### src/rtl/pwm_gen.sv
// Complementary PWM generator: shadowed period/duty/dead-time that take effect per period,
// registered gate drives with dead-time insertion, and graceful stop at the end of a period.
module pwm_gen #(
    parameter int unsigned CNT_W = 16,
    parameter int unsigned DT_W  = 8
) (
    input  logic             clk,
    input  logic             rst,
    input  logic             en,
    input  logic             load,
    input  logic [CNT_W-1:0] period,
    input  logic [CNT_W-1:0] duty,
    input  logic [DT_W-1:0]  deadtime,
    output logic             ctrl,
    output logic             ctrl_n,
    output logic             cycle_start,
    output logic             load_err
);

    typedef enum logic [1:0] {StIdle, StRun, StStop} state_e;

    localparam logic [CNT_W-1:0] PeriodRst = '1;
    localparam logic [CNT_W-1:0] PeriodMin = CNT_W'(2);
    localparam logic [CNT_W-1:0] CntOne    = CNT_W'(1);
    localparam logic [DT_W-1:0]  RunMax    = '1;
    localparam logic [DT_W-1:0]  RunOne    = DT_W'(1);

    state_e           state_q, state_d;
    logic [CNT_W-1:0] cnt_q, cnt_d;

    logic [CNT_W-1:0] period_s_q, duty_s_q;
    logic [DT_W-1:0]  dt_s_q;
    logic [CNT_W-1:0] period_a_q, duty_a_q;
    logic [DT_W-1:0]  dt_a_q;

    // Length (minus one) of the current run of equal raw values, saturating.
    logic [DT_W-1:0]  run_q, run_d;
    logic             raw_q;
    logic             valid_q;

    logic             ctrl_q, ctrl_d;
    logic             ctrl_n_q, ctrl_n_d;
    logic             cycle_start_q, cycle_start_d;
    logic             load_err_q, load_err_d;

    logic             raw;
    logic             wrap;
    logic             load_ok;
    logic             reload;
    logic             same;
    logic             settled;
    logic             live;

    always_comb begin
        raw     = (state_q != StIdle) && (cnt_q < duty_a_q);
        wrap    = (cnt_q == period_a_q - CntOne);
        load_ok = load && (period >= PeriodMin);
        state_d = state_q;
        cnt_d   = cnt_q;
        reload  = 1'b0;

        case (state_q)
            StIdle: begin
                cnt_d = '0;
                if (en) begin
                    state_d = StRun;
                    reload  = 1'b1;
                end
            end
            StRun, StStop: begin
                if (wrap) begin
                    cnt_d   = '0;
                    reload  = 1'b1;
                    state_d = en ? StRun : StIdle;
                end else begin
                    cnt_d   = cnt_q + CntOne;
                    state_d = en ? StRun : StStop;
                end
            end
            default: begin
                state_d = StIdle;
                cnt_d   = '0;
            end
        endcase

        // A run restarts whenever raw changes or after any IDLE cycle.
        same = valid_q && (raw == raw_q);
        if (!same) begin
            run_d = '0;
        end else if (run_q == RunMax) begin
            run_d = run_q;
        end else begin
            run_d = run_q + RunOne;
        end

        settled       = (run_d >= dt_a_q);
        live          = (state_q != StIdle) && (state_d != StIdle);
        ctrl_d        = live && raw && settled;
        ctrl_n_d      = live && !raw && settled;
        cycle_start_d = (state_d == StRun) && (cnt_d == '0);
        load_err_d    = load && !load_ok;
    end

    always_ff @(posedge clk or posedge rst) begin
        if (rst) begin
            state_q       <= StIdle;
            cnt_q         <= '0;
            period_s_q    <= PeriodRst;
            duty_s_q      <= '0;
            dt_s_q        <= '0;
            period_a_q    <= PeriodRst;
            duty_a_q      <= '0;
            dt_a_q        <= '0;
            run_q         <= '0;
            raw_q         <= 1'b0;
            valid_q       <= 1'b0;
            ctrl_q        <= 1'b0;
            ctrl_n_q      <= 1'b0;
            cycle_start_q <= 1'b0;
            load_err_q    <= 1'b0;
        end else begin
            state_q       <= state_d;
            cnt_q         <= cnt_d;
            run_q         <= run_d;
            raw_q         <= raw;
            valid_q       <= (state_q != StIdle);
            ctrl_q        <= ctrl_d;
            ctrl_n_q      <= ctrl_n_d;
            cycle_start_q <= cycle_start_d;
            load_err_q    <= load_err_d;
            // Active takes the old shadow, so a load on a wrap edge applies one period later.
            if (reload) begin
                period_a_q <= period_s_q;
                duty_a_q   <= duty_s_q;
                dt_a_q     <= dt_s_q;
            end
            if (load_ok) begin
                period_s_q <= period;
                duty_s_q   <= duty;
                dt_s_q     <= deadtime;
            end
        end
    end

    assign ctrl        = ctrl_q;
    assign ctrl_n      = ctrl_n_q;
    assign cycle_start = cycle_start_q;
    assign load_err    = load_err_q;

endmodule

### config.mk
export PLATFORM = sky130hd
export DESIGN_NAME = pwm_gen
export DESIGN_NICKNAME = d
export VERILOG_FILES = /design/src/rtl/pwm_gen.sv
export SDC_FILE = /design/constraint.sdc
export NUM_CORES = 1
export LEC_CHECK = 0
export BUFFER_PORTS_ARGS = -buffer_cell sky130_fd_sc_hd__buf_2
export CAP_MARGIN = 40
export CELL_PAD_IN_SITES_DETAIL_PLACEMENT = 0
export CELL_PAD_IN_SITES_GLOBAL_PLACEMENT = 1
export CORE_ASPECT_RATIO = 1.25
export CORE_UTILIZATION = 49
export CTS_CLUSTER_DIAMETER = 60
export DETAILED_ROUTE_END_ITERATION = 7
export PLACE_DENSITY_LB_ADDON = 0.1
export SYNTH_ARGS = -nofsm -noshare
export SYNTH_HDL_FRONTEND = slang
export SYNTH_SLANG_ARGS = --single-unit
### constraint.sdc
create_clock -name clk -period 4.4 [get_ports clk]
set_clock_uncertainty 0.05 [all_clocks]
set_input_delay 0 -clock clk [delete_from_list [all_inputs] [get_ports clk]]
set_output_delay 0 -clock clk [all_outputs]
set_load 0.1 [all_outputs]
==> results of run 1 <==
-- worst min-delay path, stage by stage --
cell and delay, ps:
dlygate4sd3_1 530, buf_2 130, inv_4 550
-- final cells by class --
| type | instances | area, um2 | share of cell area |
|---|---|---|---|
| sequential | 112 | 2843 | 0.3981 |
| inverter | 30 | 115.1 | 0.01612 |
| timing repair buffer | 102 | 770.7 | 0.1079 |
| multi-input combinational | 350 | 2897 | 0.4056 |
| clock inverter | 5 | 60.06 | 0.008411 |
| clock buffer | 11 | 254.0 | 0.03557 |
| tap | 161 | 201.4 | 0.02821 |
-- through the flow --
step	util	std cells	area, um2	setup slack (ps)	hold WS, ps
2_1_floorplan	-	513	5944	718.5	56.23
3_3_place_gp	0.5423	710	6359	278.9	144.7
3_5_place_dp	0.5440	711	6379	265.2	149.6
4_1_cts	0.6083	771	7133	270.6	314.6
5_1_grt	0.6089	771	7141	85.69	347.3
6_report	0.6089	771	7141	356.6	292.0
-- cell usage after synthesis (2+ instances only) --
cell	instances	area, um2
dfrtp_1	80	2002
mux2_2	76	855.8
dfstp_2	32	840.8
inv_1	30	112.6
ha_1	28	350.3
xnor2_1	27	236.5
nor2_1	20	75.07
nand2_1	18	67.56
and2_1	17	106.4
xor2_1	15	131.4
nand3_1	13	65.06
and3_1	12	75.07
a21oi_1	11	55.05
clkbuf_1	11	41.29
nand4_1	11	68.82
o21ai_0	11	55.05
nor4_1	10	62.56
nor2b_1	7	43.79
nor3_1	6	30.03
a21o_1	5	37.54
a31oi_1	5	31.28
buf_1	5	18.77
nand2b_1	5	31.28
a211oi_1	4	30.03
buf_6	4	45.04
mux2_4	4	60.06
o31ai_1	4	30.03
and4_1	3	26.28
nand3b_1	3	22.52
o211ai_1	3	22.52
a41oi_1	2	17.52
mux2i_1	2	20.02
nand4b_1	2	17.52
nor3b_1	2	15.01
or2_2	2	12.51
or3_1	2	12.51
-- final timing paths --
check | start | end | slack [ps]
max | cnt_q[14] | ctrl | 360
min in group clk | duty[10] | duty_s_q[10] | 350
max reg2reg | cnt_q[14] | ctrl | 360
min | rst | duty_s_q[15] | 290
min reg2reg | duty_s_q[2] | duty_a_q[2] | 450
max in group asynchronous | rst | cnt_q[6] | 2870
-- power groups by stage --
stage,Sequential [uW],Clock [uW],Combinational (uW)
6_report,1600,856,1340
5_1_grt,1640,919,1500
4_1_cts,1600,887,1360
3_5_place_dp,1620,0,1320
3_3_place_gp,1610,0,1290
2_1_floorplan,1570,0,1030
-- sequential cells by signal, indices dropped and copies added, names as in the netlist --
register and count:
run_q 8, period_a_q 16, cnt_q 16, valid_q 1
cycle_start 1, dt_s_q 8, ctrl 1, duty_a_q 16
load_err 1, dt_a_q 8, raw_q 1, duty_s_q 16
period_s_q 16, state_q 2, ctrl_n 1
-- layer usage --
metal / up-vias / wire, um / GRT usage
met4: 0 / 347 / 0.09974
met3: 23 / 240 / 0.03298
met1: 2022 / 5300 / 0.2547
met2: 62 / 5926 / 0.3570
li1: 2014 / - / -
met5: - / 0 / 0
-- cells by family (layout without fill, tap and decap cells) --
family,count (synthesis),count (layout),share of synthesized area
AND/OR/NAND/NOR,140,140,0.1345
AO/OA/AOI/OAI,57,57,0.06778
buffers and inverters,51,148,0.03747
flip-flops,112,112,0.4782
adder cells (fa/ha/maj),28,28,0.05894
XOR/XNOR,43,43,0.06567
multiplexers,82,82,0.1574
-- what timing repair did --
action                                  in CTS  in global routing
endpoints found under the setup margin       0                  2
hold buffers                                44                  0
endpoints found under the hold margin       96                  0
resized for setup                            0                  1
==> metrics.yaml, run 1 <==
global_routing:
  grt_pass1_vias: 4270
  antenna_found_initial: 0
  grt_first_pass_wirelength_um: 20200
  grt_max_degree: 65
  grt_overflow_total: 0
  grt_use_total: 0.2087
clock_tree:
  clk_latency_ps: 360
  clockBufferDepth: 2
  clock-sinks: 112
  root_buffer: "clkbuf_16"
  cts-buffers-inserted: 9
  post_cts_buffers: 0
  clk_pin_slew_ps: 70
  cts_tree: "done"
  cts-htree-levels: 3
floorplanning:
  dieArea_um2: 12580
  die-height_um: 125.1
  core_um2: 11730
  pin_count: 48
  std_cell_rows: 44
  start_util: 0.5069
  fp.dieW_um: 100.5
place:
  gp_congestion: 0.8496
  port_buffers: 47
  dp.final_hpwl_um: 8401
timing:
  post-route-period-util: 0.9189
  final_max_slew_viol_count: 0
  worstMarginPinSlew_ps: 792.8
  hold_viol_final: 0
  relSlewSlack: 0.4715
  rsz0062_at_grt: "no"
  tns_ps: 0
  finalSetupViolations: 0
  period_minus_slack_ps: 4043
  clock.fmax_mhz: 247.3
critical_path:
  worstPathRequired_ps: 4600
  slowest_delay_ps: 520
  cp-end-kind: "register"
  cp.arrival_ps: 4240
  crit_buf_inv: 1
  rr_worst_depth: 16
  crit_cells: 16
  worstPathMaxFanout: 7
  cp_cell_sequence: "ha_1, and3_1, a2111oi_0, o2111ai_1, o21ai_0, buf_4, xor2_2, or2_2, ha_1, nand2b_1, a21o_1, a21oi_1, o211ai_1, a21oi_1, nor2_1, and3_1"
  cp_top_family: "compound AO/OA/AOI/OAI gates"
  critPathKind: "reg2reg"
  cp_slowest_cell: "a2111oi_0"
  cp-start-kind: "register"
synth:
  synth_flop_cell: "dfrtp_1"
  syn_avg_cell_area_um2: 11.59
  syn_nets: 585
  syn_area_um2: 5944
  seq_area_frac_synth: 0.4782
  async_flop_share: 1.000
  synthCells: 513
  yosys_warnings: 0
  ys_ff_latch: 112
  synth-edff-count: 0
  synth_cell_types: 57
hold_path:
  hold_path_class: "in2async"
finish:
  diodes: 0
  drive_above_1_share: 0.3180
  syn2layout_area_growth_pct: 20.12
  mostFrequentLayoutCell: "dfrtp_1"
  final_cell_mix: "80 x dfrtp_1, 76 x mux2_2, 47 x buf_2, 44 x dlygate4sd3_1, 32 x dfstp_2"
  fillers: 1002
  final_nets: 677
power:
  finalPower_uw: 3798
  p_leak_uw: 0.003234
  p_per_area_nw_per_um2: 531.9
  combPwrFrac: 0.354
  switching_share: 0.3357
  p_seq_frac: 0.421
  clockPowerShare: 0.225
  p_int_uw: 2523
  max-vdd-ir-drop_uv: 307.3
  power_switching_uw: 1275
drt:
  first_pass_iters: 4
  wl_per_cell_um: 15.32
  drt_iter0_markers: 107
  ant_nets: 0
  vias: 4121
  routed_wl_um: 11810
  drc: 0
  viasPerCell: 5.345
flow_run:
  cap_violations: 0
status:
  outcome: "finished clean"
Power figures use the tool's default switching activity.
==> run 2: changes to the inputs <==
Settings changed: BUFFER_PORTS_ARGS -buffer_cell sky130_fd_sc_hd__buf_2 to -buffer_cell sky130_fd_sc_hd__clkbuf_2.
==> run 2 against run 1 <==
  * Hold slack got worse by 24 ps
  * Combinational power barely moved
  * Wire length fell by 0.65%
==> metrics.yaml, run 2 (synthesis results as in run 1) <==
status:
  outcome: "finished clean"
finish:
  final_cell_mix: "80 x dfrtp_1, 76 x mux2_2, 47 x clkbuf_2, 44 x dlygate4sd3_1, 32 x dfstp_2"
  mostFrequentLayoutCell: "dfrtp_1"
  final_cells: 771  # unchanged
  diodes: 0  # unchanged
  final_nets: 677  # unchanged
  drive_above_1_share: 0.3164  # -0.001639
  post-route-util: 0.6050  # -0.003948
  syn2layout_area_growth_pct: 19.34
drt:
  vias: 4054  # -1.6%
  drc: 0  # unchanged
  viasPerCell: 5.258  # -1.6%
  wl_per_cell_um: 15.22  # -0.65%
  drt_iter0_markers: 92  # -14%
  first_pass_iters: 4  # unchanged
  ant_nets: 0  # unchanged
  routed_wl_um: 11740  # -0.65%
place:
  port_buffers: 47  # unchanged
  placedCellCount: 711  # unchanged
  dp.final_hpwl_um: 8501  # +1.2%
  gp_congestion: 0.8481  # -0.18%
power:
  p_leak_uw: 0.003207  # -0.84%
  p_int_uw: 2425  # -3.9%
  max-vdd-ir-drop_uv: 252.2  # -18%
  p_per_area_nw_per_um2: 521.8  # -1.9%
  switching_share: 0.3449  # +0.009189
  p_seq_frac: 0.431  # +0.010
  clockPowerShare: 0.206  # -0.019
  power_switching_uw: 1277  # +0.14%
  combPwrFrac: 0.363  # +0.009
floorplanning:
  std_cell_rows: 44  # unchanged
  start_util: 0.5069  # unchanged
  core_um2: 11730  # unchanged
  fp.dieW_um: 100.5  # unchanged
  dieArea_um2: 12580  # unchanged
  die-height_um: 125.1  # unchanged
  pin_count: 48  # unchanged
timing:
  hold_slack_ps: 268.5  # -23.51 ps
  clock.fmax_mhz: 248.6  # +0.52%
  hold_viol_final: 0  # unchanged
  post-route-period-util: 0.9142  # -0.004759
  final_max_slew_viol_count: 0  # unchanged
  rsz0062_at_grt: "no"
  finalSetupViolations: 0  # unchanged
  relSlewSlack: 0.4872  # +0.01566
  tns_ps: 0  # unchanged
  period_minus_slack_ps: 4022  # -20.94 ps
  worstMarginPinSlew_ps: 769.3  # -23.49 ps
clock_tree:
  clk_pin_slew_ps: 70  # about the same
  cts_tree: "done"
  clock-sinks: 112  # unchanged
  cts-buffers-inserted: 9  # unchanged
  root_buffer: "clkbuf_16"
  post_cts_buffers: 0  # unchanged
  clk_latency_ps: 360  # about the same
  cts-htree-levels: 3  # unchanged
  clockBufferDepth: 2  # unchanged
global_routing:
  grt_first_pass_wirelength_um: 20330  # +0.65%
  grt_pass1_vias: 4286  # +0.37%
  grt_use_total: 0.2082  # -0.0004702
  grt_overflow_total: 0  # unchanged
  grt_max_degree: 65  # unchanged
  antenna_found_initial: 0  # unchanged
critical_path:
  cp-start-kind: "register"
  r2r_start: "cnt_q[14]"
  rr_worst_depth: 16  # unchanged
  cp.arrival_ps: 4230  # about the same
  worstPathRequired_ps: 4600  # about the same
  cp-end-kind: "register"
  r2r_slack_ps: 380  # +20 ps
  r2r-end: "ctrl"
  critPathKind: "reg2reg"
  worstPathMaxFanout: 7  # unchanged
hold_path:
  hold_path_class: "in2async"
flow_run:
  cap_violations: 0  # unchanged
## run 2: cell types whose count changed in the layout (fill, tap and decap cells not counted), sizes merged
| cell | change |
|---|---|
| inv | -3 |
| clkbuf | +45 |
| buf | -47 |
| clkinvlp | +3 |
| clkinv | +3 |
| bufinv | -1 |
## run 2: what timing repair did
item,CTS,global route
endpoints found under the hold margin,96,0
gates resized for setup,0,1
endpoints found under the setup margin,0,2
hold buffers,44,0
## run 2: metrics by stage
stage	worst slack, ps	cell area [um2]	total power, uW
global placement	284.4	6359	2894
finish	377.6	7094	3702
CTS	216.2	7093	3752
global route	1.040	7094	3969
detailed placement	279.9	6379	2946
floorplan	718.5	5944	2598
## run 2: area by class of cell
class | count | area [um2]
Clock buffer | 9 | 225.2
Clock inverter | 7 | 48.80
Fill cell | 1013 | 4632
Inverter | 30 | 115.1
Multi-Input combinational cell | 350 | 2890
Sequential cell | 112 | 2843
Tap cell | 161 | 201.4
Timing Repair Buffer | 102 | 770.7
## run 2: worst max path at each step
stage / startpoint / endpoint / slack (ps) / cells after the start
floorplan: cnt_q[15] / ctrl / 720 / 15
global placement: cnt_q[14] / ctrl / 280 / 16
detailed placement: cnt_q[14] / ctrl / 280 / 17
CTS: cnt_q[14] / ctrl / 220 / 17
global route: cnt_q[14] / ctrl / 1 / 17
finish: cnt_q[14] / ctrl / 380 / 16
## run 2: critical path: stages (launching register included)
cell and delay, ps:
dfrtp_1 490, ha_1 350, and3_1 190, a2111oi_1 470
o2111ai_1 170, o21ai_0 300, buf_4 190, xor2_1 370
or2_2 190, ha_1 210, nand2b_1 140, a21o_1 170
a21oi_1 160, o211ai_1 110, a21oi_1 140, nor2_1 60
and3_1 160
## run 2: power by group through the flow
stage	Sequential [uW]	Clock [uW]	Combinational, uW
finish	1600	761	1340
global route	1650	815	1510
CTS	1600	785	1370
detailed placement	1620	0	1330
global placement	1610	0	1290
floorplan	1570	0	1030
## run 2: metal layers
layer | wire length (um) | part of all wire | GRT usage | vias up
met5 | 0 | 0 | 0 | -
met4 | 273 | 0.023 | 0.09719 | 0
met3 | 196 | 0.017 | 0.02571 | 18
met2 | 6059 | 0.52 | 0.3598 | 39
met1 | 5208 | 0.44 | 0.2566 | 1984
li1 | - | - | - | 2013
==> run 3: changes to the inputs <==
Settings changed: BUFFER_PORTS_ARGS -buffer_cell sky130_fd_sc_hd__clkbuf_2 to not set, CORE_UTILIZATION 49 to 52, DONT_BUFFER_PORTS set to 1.
==> run 3 against run 2 <==
  * Highest routed layer unchanged
  * Power decreased by 0.25%
  * Register-to-register slack gained 70 ps
  * Non-clock buffer count decreased by 45
  * Via count shrank 1.8%
  * Critical path depth up 1
  * Worst setup slack improved by 69 ps
  * Critical path type unchanged
  * Hold slack got worse by 110 ps
  * Wire length is 1.8% higher
  * The flow now finishes with violations (DRC)
  * Count of clock-buffer cells in the layout increased by 1
==> metrics.yaml, run 3 (synthesis results as in run 1) <==
status:
  outcome: "finished, violations left"
  violations: "DRC"
finish:
  syn2layout_area_growth_pct: 15.39
  final_nets: 632  # -6.6%
  drive_above_1_share: 0.2602  # -0.05622
  final_cells: 700  # -9.2%
  final_cell_mix: "80 x dfrtp_1, 76 x mux2_2, 45 x dlygate4sd3_1, 32 x dfstp_2, 29 x inv_1"
  mostFrequentLayoutCell: "dfrtp_1"
  diodes: 0  # unchanged
  final-seq-area_um2: 2843  # unchanged
  multiInputGateArea_um2: 2889  # about the same
  fillers: 921  # -9.1%
floorplanning:
  pin_count: 48  # unchanged
  core_um2: 11140  # -5.0%
  fp.dieW_um: 97.63  # -2.9%
  start_util: 0.5338  # +0.02682
  die-height_um: 121.5  # -2.9%
  dieArea_um2: 11870  # -5.7%
  std_cell_rows: 43  # -2.3%
drt:
  first_pass_iters: 8  # +4
  ant_nets: 0  # unchanged
  drc: 4  # +4
  vias: 3981  # -1.8%
  drt_iter0_markers: 142  # +54%
  viasPerCell: 5.687  # +8.2%
  wl_per_cell_um: 17.07  # +12%
  routed_wl_um: 11950  # +1.8%
clock_tree:
  clock-sinks: 112  # unchanged
  cts-htree-levels: 3  # unchanged
  cts_tree: "done"
  post_cts_buffers: 0  # unchanged
  clockBufferDepth: 2  # unchanged
  clk_pin_slew_ps: 70  # about the same
  clk_latency_ps: 350  # about the same
  root_buffer: "clkbuf_16"
  cts-buffers-inserted: 9  # unchanged
critical_path:
  cp.arrival_ps: 4150  # -80 ps
  r2r_slack_ps: 450  # +70 ps
  critPathKind: "reg2reg"
  cp_cell_sequence: "ha_1, a21oi_1, nor2b_1, a2111oi_0, o2111ai_1, o21ai_0, buf_4, xor2_1, or2_2, ha_1, nand2b_1, a21o_1, a21oi_1, o211ai_1, a21oi_1, nor2_1, and3_1"
  cp_slowest_cell: "a2111oi_0"
  r2r-end: "ctrl"
  cp-start-kind: "register"
  slowest_delay_ps: 540  # +50 ps
  crit_buf_inv: 1  # unchanged
  worstPathMaxFanout: 7  # unchanged
  cp-end-kind: "register"
  rr_worst_depth: 17  # +1
  critPathMostFrequentCell: "a21oi_1"
  cp_top_family: "compound AO/OA/AOI/OAI gates"
  r2r_start: "cnt_q[14]"
  worstPathRequired_ps: 4590  # about the same
timing:
  period_minus_slack_ps: 3953  # -68.95 ps
  fin_ws_ps: 446.5  # +68.95 ps
  rsz0062_at_grt: "no"
  tns_ps: 0  # unchanged
  final_max_slew_viol_count: 0  # unchanged
  relSlewSlack: 0.4019  # -0.08529
  hold_slack_ps: 162.6  # -106.0 ps
  post-route-period-util: 0.8985  # -0.01567
  clock.fmax_mhz: 252.9  # +1.7%
  worstMarginPinSlew_ps: 897.8  # +128.5 ps
  finalSetupViolations: 0  # unchanged
  hold_viol_final: 0  # unchanged
hold_path:
  hold_path.startpoint: "en"
  hold-path-cell-count: 3
  holdPathEnd: "duty_a_q[5]"
  hold_path_class: "in2reg"
global_routing:
  grt_first_pass_wirelength_um: 20850  # +2.5%
  grt_max_degree: 62  # -4.6%
  grt_pass1_vias: 4234  # -1.2%
  antenna_found_initial: 0  # unchanged
  grt_use_total: 0.2265  # +0.01833
  grt_overflow_total: 0  # unchanged
place:
  port_buffers: 0  # -100%
  dp.final_hpwl_um: 8571  # +0.83%
  pre_cts_ws_ps: 511.1  # +231.1 ps
  gp_congestion: 0.8886  # +4.8%
  placedCellCount: 639  # -10%
power:
  p_leak_uw: 0.003039  # -5.2%
  combPwrFrac: 0.349  # -0.014
  p_int_uw: 2415  # -0.40%
  p_seq_frac: 0.445  # +0.014
  clockPowerShare: 0.206  # about the same
  p_per_area_nw_per_um2: 538.3  # +3.2%
  power_switching_uw: 1277  # about the same
  max-vdd-ir-drop_uv: 328.0  # +30%
  switching_share: 0.3459  # +0.0009947
flow_run:
  cap_violations: 0  # unchanged
## run 3: cell count changes in the layout (fill, tap and decap cells not counted), sizes merged
cell / before / now
clkbuf: 56 / 10
inv: 30 / 34
clkinvlp: 3 / 0
clkinv: 4 / 2
buf: 11 / 12
dlygate4sd3: 44 / 45
## run 3: how the worst max path moves through the flow
stage	start	cells past startpoint	to
floorplan	cnt_q[15]	15	ctrl
global placement	cnt_q[14]	16	ctrl
detailed placement	cnt_q[14]	16	ctrl
CTS	cnt_q[15]	16	ctrl
global route	cnt_q[15]	16	ctrl
finish	cnt_q[14]	17	ctrl
## run 3: worst reg2reg max path, cell delays in order, from the launching register on
cell       delay [ps]
dfrtp_1           470
ha_1              340
a21oi_1           150
nor2b_1            60
a2111oi_0         540
o2111ai_1         190
o21ai_0           190
buf_4             170
xor2_1            330
or2_2             190
ha_1              210
nand2b_1          140
a21o_1            170
a21oi_1           160
o211ai_1          120
a21oi_1           150
nor2_1             60
and3_1            160
## run 3: timing repair
action,4_1_cts,5_1_grt
hold buffers,45,0
hold endpoints to repair,130,0
resized for setup,0,0
## run 3: routing by layer
metal | global-route usage | vias up | wire length, um
met1 | 0.2883 | 1954 | 5205
li1 | - | 1927 | -
met3 | 0.03614 | 17 | 448
met4 | 0.09470 | 0 | 332
met2 | 0.3861 | 83 | 5962
met5 | 0 | - | 0
## run 3: stage by stage
step | power, uW | cell area (um2) | utilization
after global routing | 3954 | 6859 | 0.6159
final | 3693 | 6859 | 0.6159
after detailed placement | 2924 | 6138 | 0.5512
after floorplan | 2598 | 5944 | -
after global placement | 2871 | 6091 | 0.5469
after CTS | 3731 | 6859 | 0.6159
## run 3: cell type report
| type | count | share of cell area |
|---|---|---|
| timing repair buffer | 57 | 0.08355 |
| multi-input combinational | 350 | 0.4212 |
| sequential | 112 | 0.4144 |
| clock buffer | 10 | 0.03338 |
| tap | 135 | 0.02463 |
| inverter | 30 | 0.01678 |
| clock inverter | 6 | 0.006020 |
## run 3: power groups by stage
stage	clock, uW	sequential [uW]	combinational (uW)
global route	822	1690	1440
floorplan	0	1570	1030
global placement	0	1650	1220
CTS	781	1650	1300
detailed placement	0	1660	1260
finish	761	1640	1290
